==> src/rtl/finish_dst_router.sv <==
// finish_dst_router
//   Downstream stage of the 4-input finish-message arbiter. Each arbitrated
//   message (src, dst, manager_xact_id) is buffered in a DEPTH-entry circular
//   FIFO together with the arbiter's grant index. The head entry is steered
//   to the output port selected by its dst field.
//
// Ports
//   clk, reset (sync, active-low)
//   io_enq_*          : enqueue side; io_enq_ready feeds the arbiter's io_out_ready
//   io_out_k_*        : per-destination outputs (k = 0..3); bits broadcast to all k
//   io_head_chosen    : stored grant index of the head entry (debug/trace)
//   io_count          : current occupancy, 0..DEPTH
module finish_dst_router #(
  parameter int DEPTH = 2,
  parameter int CNT_W = 4
) (
  input  logic             clk,
  input  logic             reset,
  output logic             io_enq_ready,
  input  logic             io_enq_valid,
  input  logic [1:0]       io_enq_bits_header_src,
  input  logic [1:0]       io_enq_bits_header_dst,
  input  logic [1:0]       io_enq_bits_payload_manager_xact_id,
  input  logic [1:0]       io_enq_chosen,
  input  logic             io_out_0_ready,
  output logic             io_out_0_valid,
  output logic [1:0]       io_out_0_bits_header_src,
  output logic [1:0]       io_out_0_bits_header_dst,
  output logic [1:0]       io_out_0_bits_payload_manager_xact_id,
  input  logic             io_out_1_ready,
  output logic             io_out_1_valid,
  output logic [1:0]       io_out_1_bits_header_src,
  output logic [1:0]       io_out_1_bits_header_dst,
  output logic [1:0]       io_out_1_bits_payload_manager_xact_id,
  input  logic             io_out_2_ready,
  output logic             io_out_2_valid,
  output logic [1:0]       io_out_2_bits_header_src,
  output logic [1:0]       io_out_2_bits_header_dst,
  output logic [1:0]       io_out_2_bits_payload_manager_xact_id,
  input  logic             io_out_3_ready,
  output logic             io_out_3_valid,
  output logic [1:0]       io_out_3_bits_header_src,
  output logic [1:0]       io_out_3_bits_header_dst,
  output logic [1:0]       io_out_3_bits_payload_manager_xact_id,
  output logic [1:0]       io_head_chosen,
  output logic [CNT_W-1:0] io_count
);

  localparam int PTR_W = (DEPTH > 1) ? $clog2(DEPTH) : 1;
  localparam logic [PTR_W-1:0] PTR_LAST = PTR_W'(DEPTH - 1);
  localparam logic [CNT_W-1:0] CNT_FULL = CNT_W'(DEPTH);

  // Entry layout: {chosen, xact_id, dst, src}
  logic [7:0]       mem [DEPTH];
  logic [PTR_W-1:0] rptr;
  logic [PTR_W-1:0] wptr;
  logic [CNT_W-1:0] cnt;

  logic       empty;
  logic       enq_fire;
  logic       deq_fire;
  logic [7:0] head;
  logic [1:0] head_dst;
  logic [3:0] out_vld;
  logic [3:0] out_rdy;

  // Explicit wrap so a non-power-of-2 DEPTH never aliases.
  function automatic logic [PTR_W-1:0] ptr_inc(input logic [PTR_W-1:0] p);
    return (p == PTR_LAST) ? '0 : p + 1'b1;
  endfunction

  // Enqueue / dequeue handshakes
  assign empty        = (cnt == '0);
  // Full blocks enqueue even when a dequeue fires this cycle (no pipe-through).
  assign io_enq_ready = (cnt != CNT_FULL);
  assign enq_fire     = io_enq_valid & io_enq_ready;

  assign head     = mem[rptr];
  assign head_dst = head[3:2];
  assign out_vld  = empty ? 4'b0000 : (4'b0001 << head_dst);
  assign out_rdy  = {io_out_3_ready, io_out_2_ready, io_out_1_ready, io_out_0_ready};
  // Ready on a non-addressed port is masked by out_vld.
  assign deq_fire = |(out_vld & out_rdy);

  // Storage register stage: memory carries data only and is never reset.
  always_ff @(posedge clk) begin
    if (enq_fire)
      mem[wptr] <= {io_enq_chosen, io_enq_bits_payload_manager_xact_id,
                    io_enq_bits_header_dst, io_enq_bits_header_src};
  end

  always_ff @(posedge clk) begin
    if (!reset) begin
      rptr <= '0;
      wptr <= '0;
      cnt  <= '0;
    end else begin
      if (enq_fire) wptr <= ptr_inc(wptr);
      if (deq_fire) rptr <= ptr_inc(rptr);
      case ({enq_fire, deq_fire})
        2'b10:   cnt <= cnt + 1'b1;
        2'b01:   cnt <= cnt - 1'b1;
        default: cnt <= cnt;
      endcase
    end
  end

  // Output steering from the head entry
  assign io_out_0_valid = out_vld[0];
  assign io_out_1_valid = out_vld[1];
  assign io_out_2_valid = out_vld[2];
  assign io_out_3_valid = out_vld[3];

  assign io_out_0_bits_header_src = head[1:0];
  assign io_out_1_bits_header_src = head[1:0];
  assign io_out_2_bits_header_src = head[1:0];
  assign io_out_3_bits_header_src = head[1:0];

  assign io_out_0_bits_header_dst = head_dst;
  assign io_out_1_bits_header_dst = head_dst;
  assign io_out_2_bits_header_dst = head_dst;
  assign io_out_3_bits_header_dst = head_dst;

  assign io_out_0_bits_payload_manager_xact_id = head[5:4];
  assign io_out_1_bits_payload_manager_xact_id = head[5:4];
  assign io_out_2_bits_payload_manager_xact_id = head[5:4];
  assign io_out_3_bits_payload_manager_xact_id = head[5:4];

  assign io_head_chosen = head[7:6];
  assign io_count       = cnt;

endmodule

==> config.mk <==
export PLATFORM = sky130hd
export DESIGN_NAME = finish_dst_router
export DESIGN_NICKNAME = d
export VERILOG_FILES = /design/src/rtl/finish_dst_router.sv
export SDC_FILE = /design/constraint.sdc
export NUM_CORES = 1
export LEC_CHECK = 0
export BUFFER_PORTS_ARGS = -buffer_cell sky130_fd_sc_hd__buf_2
export CAP_MARGIN = 30
export CELL_PAD_IN_SITES_DETAIL_PLACEMENT = 1
export CELL_PAD_IN_SITES_GLOBAL_PLACEMENT = 2
export CORE_MARGIN = 2
export CORE_UTILIZATION = 26
export DETAILED_ROUTE_END_ITERATION = 8
export HOLD_SLACK_MARGIN = 0.12
export PLACE_DENSITY = 0.76
export SLEW_MARGIN = 5
export SYNTH_ARGS = -nofsm -noshare
export SYNTH_HDL_FRONTEND = slang
export SYNTH_SLANG_ARGS = --single-unit
==> constraint.sdc <==
create_clock -name clk -period 2.6 [get_ports clk]
set_input_delay 0.26 -clock clk [delete_from_list [all_inputs] [get_ports clk]]
set_output_delay 0.26 -clock clk [all_outputs]
set_load 0.01 [all_outputs]
==> results.tsv, run 1 <==
stage	metric	value	unit
critical_path	path_class	reg -> reg	
timing	fin_worst_skew	0.00219	ns
grt	antenna_found_initial	0	
route	viasPerCell	4.28	
cells_and_area	layout-drive-gt1-share	55.2	%
die	io_pins	50	
hold_path	worstHoldStart	io_enq_bits_header_src[1]	
timing	setup_slack	0.167	ns
clock_tree	clk_transition_reported_paths	0.08	ns
critical_path	cp_num_buf_inv	0	
clock_tree	clock-sinks	23	
die	die_area	5050	um^2
logic_synthesis	yosysWarnings	0	
clock_tree	root_buffer	clkbuf_8	
timing	fmax	411	MHz
hold_path	hold_path_depth	1	
place	dp_hpwl	1.98	mm
power_and_ir_drop	netSwitchingPower	533	uW
grt	grt_pass1_vias	836	
cells_and_area	num_antenna_cells	0	
power_and_ir_drop	pwr-share-comb	49.1	%
logic_synthesis	syn_avg_cell_area	12.4	um^2
route	num_vias	797	
die	die_y	71.0	um
critical_path	setup.worst_path.end_class	register	
route	ant_nets	0	
hold_path	hp-class	in -> reg	
clock_tree	cts_tree	done	
clock_tree	clockBufferDepth	2	
die	row_count	24	
timing	rsz0062_at_grt	no	
logic_synthesis	seq_area_frac_synth	53.1	%
critical_path	worstPathArrival	2.63	ns
die	die_x	71.0	um
route	first_pass_iters	3	
flow_run	cap_violations	0	
logic_synthesis	synthCells	94	
cells_and_area	final_common_cell	buf_2	
cells_and_area	area_growth	24.4	%
timing	drv_slew	0	
critical_path	required	2.80	ns
logic_synthesis	netlist_area	1170	um^2
die	fp.coreArea	4350	um^2
timing	worstMarginPinSlew	0.703	ns
logic_synthesis	syn_nets	113	
timing	finalHoldViolCount	0	
power_and_ir_drop	leakage	0.000651	uW
critical_path	critPathMaxFanout	4	
critical_path	cp_slowest_stage_delay	0.45	ns
timing	finalSetupViolCount	0	
cells_and_area	fillCellCount	502	
timing	fin_crit	2.43	ns
timing	tns	0	ns
logic_synthesis	ys_types	26	
critical_path	crit_chain	mux2_4 -> mux4_2 -> and2_4 -> ha_4 -> ha_4 -> a21o_1 -> a21oi_2 -> mux2i_1 -> mux2i_1	
power_and_ir_drop	sw_frac_of_total	36.7	%
place	gp_congestion	0.757	
place	preCtsSetupSlack	-0.00735	ns
cells_and_area	final_nets	154	
power_and_ir_drop	ir_worst_vdd	0.498	mV
route	drc	0	
critical_path	reg2reg_to	io_count[3]	
grt	overflow	0	
critical_path	reg2regPathDepth	9	
route	drt_iter0_markers	2	
grt	track_usage	10.0	%
power_and_ir_drop	p_seq_share	36.1	%
timing	period_share	93.6	%
run_status	outcome	completed	
power_and_ir_drop	p_int	920	uW
critical_path	cp_slowest_cell	mux4_2	
timing	relSlewSlack	53.0	%
route	drt-wirelength-per-cell	13.1	um
die	start_util	26.8	%
clock_tree	cts_buffers	3	
critical_path	r2r_setup_slack	0.17	ns
clock_tree	clk_latency	0.26	ns
logic_synthesis	ys_ff_latch	23	
cells_and_area	mostFrequentLayoutCells	buf_2, edfxtp_1, nor2_1	
place	port_buffers	49	
critical_path	start_kind	register	
critical_path	critPathTopFamily	multiplexers	
grt	grt_first_pass_wirelength	3.97	mm
power_and_ir_drop	p_clk_share	14.9	%
route	wl	2.44	mm
hold_path	hold_end	mem[0][1]	
power_and_ir_drop	powerDensity	999	nW/um^2
clock_tree	htreeDepth	1	
grt	grt_max_degree	14	
## metrics by stage
step	cells	hold slack (ns)	util, %	instance area (um^2)	power (uW)
finish	186	0.187	33.4	1450	1450
global route	186	0.166	33.4	1450	1560
CTS	184	0.180	32.5	1420	1440
detailed placement	180	0.454	31.4	1370	1220
global placement	180	0.456	31.4	1370	1190
floorplan	94	0.359	-	1170	1050
## layer usage
layer | wire length, um | GRT usage, % | vias up
li1 | - | - | 384
met1 | 974 | 10.7 | 383
met2 | 1330 | 19.5 | 28
met3 | 136 | 3.42 | 2
met4 | 6 | 1.26 | 0
met5 | 0 | 0 | -
## worst reg2reg max path, stage by stage (launching register included)
cell and delay [ns]:
dfxtp_2 0.36, mux2_4 0.32, mux4_2 0.45, and2_4 0.18, ha_4 0.17, ha_4 0.20, a21o_1 0.16, a21oi_2 0.12
mux2i_1 0.22, mux2i_1 0.18
## worst max-delay path by stage
stage | to | slack [ns] | cells after the start
final | io_count[3] | 0.17 | 9
after global routing | io_count[3] | 0.04 | 9
after CTS | io_count[3] | 0.02 | 9
after detailed placement | io_count[3] | -0.007 | 9
after global placement | io_count[3] | 0.05 | 9
after floorplan | io_count[3] | 0.003 | 10
## flip-flops by register name, indices dropped and copies added (netlist names), named ones only
signal	flops
mem	16
io_count	4
wptr	1
rptr	1
## cells by family after synthesis
| logic type | after synthesis | synth area share, % |
|---|---|---|
| adders and majority gates | 4 | 4.93 |
| and+or+nand+nor | 24 | 10.9 |
| muxes | 11 | 11.6 |
| xor gates and xnor gates | 3 | 2.25 |
| buffers and inverters | 23 | 13.8 |
| AOI/OAI and AO/OA | 6 | 3.43 |
| DFF | 23 | 53.1 |
## final cells by class
cell class                 count  area [um^2]  share of cell area [%]
sequential                    23          622                    42.8
multi-input combinational     48          415                    28.6
timing repair buffer          55          290                    20.0
tap                           52         65.1                    4.48
clock buffer                   3         41.3                    2.84
inverter                       4         15.0                    1.03
clock inverter                 1         5.00                   0.344
## Yosys cell counts, drive strengths merged
library cell | number | area, um^2
buf | 19 | 146
edfxtp | 16 | 480
dfxtp | 7 | 140
mux2 | 7 | 82.6
nor2 | 7 | 26.3
nand2 | 6 | 22.5
and2 | 5 | 33.8
inv | 4 | 15.0
o21ai | 4 | 27.5
ha | 3 | 37.5
mux2i | 3 | 30.0
nand2b | 2 | 12.5
xnor2 | 2 | 17.5
a21o | 1 | 7.51
a21oi | 1 | 5.00
and3 | 1 | 6.26
fa | 1 | 20.0
mux4 | 1 | 22.5
nand4b | 1 | 8.76
or4 | 1 | 7.51
or4b | 1 | 10.0
xor2 | 1 | 8.76
## power groups by stage
stage               sequential [uW]  clock [uW]  combinational, uW
finish                          524         216                713
global route                    533         245                782
CTS                             523         227                690
detailed placement              530           0                688
global placement                523           0                665
floorplan                       523           0                528
## timing repair
| action | 4_1_cts | 5_1_grt |
|---|---|---|
| pin swaps | 0 | 2 |
| hold buffers | 0 | 0 |
| resized for setup | 1 | 2 |
| buffers inserted | 0 | 2 |
| endpoints found under the setup margin | 1 | 1 |
(Power assumes the default switching activity.)
==> run 2: changes to the inputs <==
--- a/config.mk
+++ b/config.mk
@@ -5,15 +5,17 @@
 export SDC_FILE = /design/constraint.sdc
 export NUM_CORES = 1
 export LEC_CHECK = 0
+export ABC_AREA = 1
 export BUFFER_PORTS_ARGS = -buffer_cell sky130_fd_sc_hd__buf_2
-export CAP_MARGIN = 30
+export CAP_MARGIN = 20
 export CELL_PAD_IN_SITES_DETAIL_PLACEMENT = 1
 export CELL_PAD_IN_SITES_GLOBAL_PLACEMENT = 2
 export CORE_MARGIN = 2
-export CORE_UTILIZATION = 26
+export CORE_UTILIZATION = 24
 export DETAILED_ROUTE_END_ITERATION = 8
 export HOLD_SLACK_MARGIN = 0.12
-export PLACE_DENSITY = 0.76
+export MAX_ROUTING_LAYER = met4
+export PLACE_DENSITY = 0.75
 export SLEW_MARGIN = 5
 export SYNTH_ARGS = -nofsm -noshare
 export SYNTH_HDL_FRONTEND = slang
==> run 2 against run 1 <==
  * Routed wire length grew 14%
  * Global-route usage about the same
  * Sequential share of layout area decreased by 1.7 points
  * Final cell count is 34% higher
  * Clock-buffer cell count is the same
  * Synthesized area increased by 8.7%
  * Combinational power up 43%
  * First-iteration DRC count rose to 13 times the previous value
==> results.tsv, run 2 <==
stage	metric	value	unit	change
clock_tree	clk_transition_reported_paths	0.09	ns	about the same
critical_path	crit_chain	nor2_1 -> nand2_2 -> nand3_2 -> inv_2 -> nand2_1 -> nand2_1 -> nor2_1 -> inv_1 -> ha_2 -> ha_1 -> nand2_1 -> inv_1 -> o21ai_1 -> nand3b_1 -> nand2_1 -> nand2_1 -> a21oi_1		
logic_synthesis	synth_top_area_share	37.8	%	-3.3 points
timing	fin_worst_skew	0.00965	ns	+0.00746 ns
route	drt_iter0_markers	25		+23
critical_path	critPathMaxFanout	6		+2
timing	finalSetupViolCount	0		unchanged
power_and_ir_drop	ir_worst_vdd	0.482	mV	-3.3%
power_and_ir_drop	power.total	1780	uW	+22%
die	die_area	5890	um^2	+17%
timing	relSlewSlack	49.9	%	-3.1 points
timing	period_share	87.6	%	-6.0 points
route	drc	0		unchanged
cells_and_area	final_common_cell	buf_2		
run_status	outcome	completed		
timing	rsz0062_at_grt	no		
logic_synthesis	synthMostInstantiatedCell	nand2_1		
route	wl	2.78	mm	+14%
clock_tree	clockBufferDepth	2		unchanged
critical_path	critPathTopFamily	simple AND/OR/NAND/NOR gates		
hold_path	hp-class	in -> reg		
grt	grt_pass1_vias	964		+15%
critical_path	path_common_cell	nand2_1		
route	route.met3.wl	157	um	+15%
grt	grt_first_pass_wirelength	4.62	mm	+16%
clock_tree	clk_latency	0.27	ns	about the same
power_and_ir_drop	powerDensity	1180	nW/um^2	+18%
place	port_buffers	49		unchanged
grt	grt_max_degree	14		unchanged
hold_path	worstHoldStart	io_enq_chosen[0]		
logic_synthesis	synth-main-ff-cell	edfxtp_1		
critical_path	reg2reg_to	io_count[3]		
cells_and_area	area_growth	19.2	%	
route	ant_nets	0		unchanged
logic_synthesis	synthCells	144		+53%
timing	fin_crit	2.28	ns	-0.155 ns
logic_synthesis	synth-edff-count	16		unchanged
timing	drv_slew	0		unchanged
route	wl_met2	1.36	mm	+2.5%
critical_path	required	2.80	ns	about the same
critical_path	worstPathArrival	2.48	ns	-0.15 ns
hold_path	hold_path_depth	1		unchanged
grt	antenna_found_initial	0		unchanged
critical_path	cp_slowest_stage_delay	0.35	ns	-0.10 ns
critical_path	r2r_setup_slack	0.32	ns	+0.16 ns
critical_path	crit_cells	17		+8
die	start_util	24.9	%	-2.0 points
route	first_pass_iters	3		unchanged
cells_and_area	largest_reg_flops	16		unchanged
route	viasPerCell	3.93		-8.3%
place	placed_area	1460	um^2	+6.9%
route	drt-wirelength-per-cell	11.2	um	-15%
critical_path	cp_num_buf_inv	3		+3
place	dp_hpwl	2.24	mm	+13%
die	io_pins	50		unchanged
cells_and_area	mostFrequentLayoutCells	buf_2, nand2_1, inv_1		
clock_tree	ctsHoldBuffers	0		unchanged
critical_path	reg2regPathDepth	17		+8
critical_path	worstReg2RegStart	io_count[2]		
cells_and_area	design_area	1510	um^2	+4.1%
power_and_ir_drop	leakage	0.000773	uW	+19%
route	top_layer	met4		
logic_synthesis	syn_avg_cell_area	8.82	um^2	-29%
die	row_count	26		+8.3%
logic_synthesis	synthTopCellsByArea	edfxtp_1, dfxtp_1, buf_4		
timing	finalHoldViolCount	0		unchanged
timing	worstMarginPinSlew	0.749	ns	+0.0462 ns
route	num_vias	978		+23%
logic_synthesis	seq_area_frac_synth	48.9	%	-4.2 points
grt	track_usage	10.1	%	+0.024 points
timing	setup_slack	0.322	ns	+0.155 ns
die	die_y	76.7	um	+8.0%
logic_synthesis	yosys.area.top_type	edfxtp_1		
logic_synthesis	yosys-top-cells-count	nand2_1, inv_1, buf_4		
cells_and_area	layout-drive-gt1-share	38.5	%	-17 points
die	fp.coreArea	5110	um^2	+17%
critical_path	cp_slowest_cell	dfxtp_1		
timing	fmax	439	MHz	+6.8%
cells_and_area	num_antenna_cells	0		unchanged
critical_path	path_class	reg -> reg		
place	gp_congestion	0.754		-0.40%
flow_run	cap_violations	0		unchanged
logic_synthesis	netlist_area	1270	um^2	+8.7%
die	die_x	76.7	um	+8.0%
clock_tree	cts_tree	done		
cells_and_area	fillCellCount	631		+26%
grt	overflow	0		unchanged
logic_synthesis	ys_ff_latch	23		unchanged
critical_path	start_kind	register		
critical_path	setup.worst_path.end_class	register		
clock_tree	clock-sinks	23		unchanged
route	m1WireLength	1.24	mm	+27%
hold_path	hold_end	mem[1][6]		
clock_tree	htreeDepth	1		unchanged
cells_and_area	largest-register	mem		
clock_tree	root_buffer	clkbuf_8		
logic_synthesis	syn_nets	163		+44%
logic_synthesis	ys_types	22		-15%
place	preCtsSetupSlack	0.122	ns	+0.129 ns
cells_and_area	final_nets	199		+29%
timing	tns	0	ns	unchanged
logic_synthesis	yosysWarnings	0		unchanged
logic_synthesis	async_flop_share	0	%	unchanged
clock_tree	cts_buffers	3		unchanged
-- run 2: cell types whose count changed after synthesis, moves of 4 or more --
cell     change
mux2_2       -6
nor2_1       +5
and2_1       -4
inv_1       +16
nand2_1     +30
nand2_2      +4
-- run 2: what timing repair did --
item	4_1_cts	5_1_grt
buffers inserted	0	0
resized for setup	0	3
setup endpoints to repair	0	2
-- run 2: how the worst max path moves through the flow --
stage	start	endpoint
after floorplan	io_count[2]	io_count[3]
after global placement	register	io_count[3]
after detailed placement	register	io_count[3]
after CTS	register	io_count[3]
after global routing	register	io_count[3]
final	io_count[2]	io_count[3]
-- run 2: layout make-up --
| class | instances | area, um^2 | area share, % |
|---|---|---|---|
| flip-flops and latches | 23 | 622 | 41.1 |
| multi-input cells | 79 | 419 | 27.7 |
| repair buffers | 50 | 253 | 16.7 |
| well taps | 70 | 87.6 | 5.79 |
| inverters | 23 | 86.3 | 5.70 |
| clock buffers | 3 | 41.3 | 2.73 |
| clock inverters | 1 | 5.00 | 0.331 |
-- run 2: layer usage --
layer	track usage, %	vias to the layer above
li1	-	504
met1	11.3	442
met2	17.3	30
met3	2.82	2
met4	3.27	0
met5	-	-
-- run 2: cells by family after synthesis --
| group | count (synthesis) | share of synthesized area, % |
|---|---|---|
| XOR/XNOR | 2 | 1.38 |
| flip-flops | 23 | 48.9 |
| AND/OR/NAND/NOR | 64 | 23.1 |
| buffers and inverters | 42 | 18.3 |
| adder cells (fa/ha/maj) | 4 | 4.53 |
| AO/OA/AOI/OAI | 9 | 3.84 |
-- run 2: worst register-to-register path: stages, from the launching register on --
cell      delay (ns)
dfxtp_1         0.35
nor2_1          0.20
nand2_2         0.14
nand3_2         0.12
inv_2           0.04
nand2_1         0.05
nand2_1         0.05
nor2_1          0.15
inv_1           0.07
ha_2            0.21
ha_1            0.27
nand2_1         0.07
inv_1           0.04
o21ai_1         0.15
nand3b_1        0.09
nand2_1         0.07
nand2_1         0.04
a21oi_1         0.12
-- run 2: power by group --
group / internal, uW / switching [uW] / total [uW]
clock network: 107 / 117 / 224
logic: 386 / 630 / 1020
registers: 480 / 59.0 / 539
total: 974 / 806 / 1780
-- run 2: through the flow --
stage                     util, %  instances  hold WS [ns]
after floorplan                 -        144         0.359
final                        29.6        249         0.185
after global routing         29.6        249         0.174
after CTS                    29.6        249         0.176
after global placement       28.7        245         0.451
after detailed placement     28.7        245         0.455
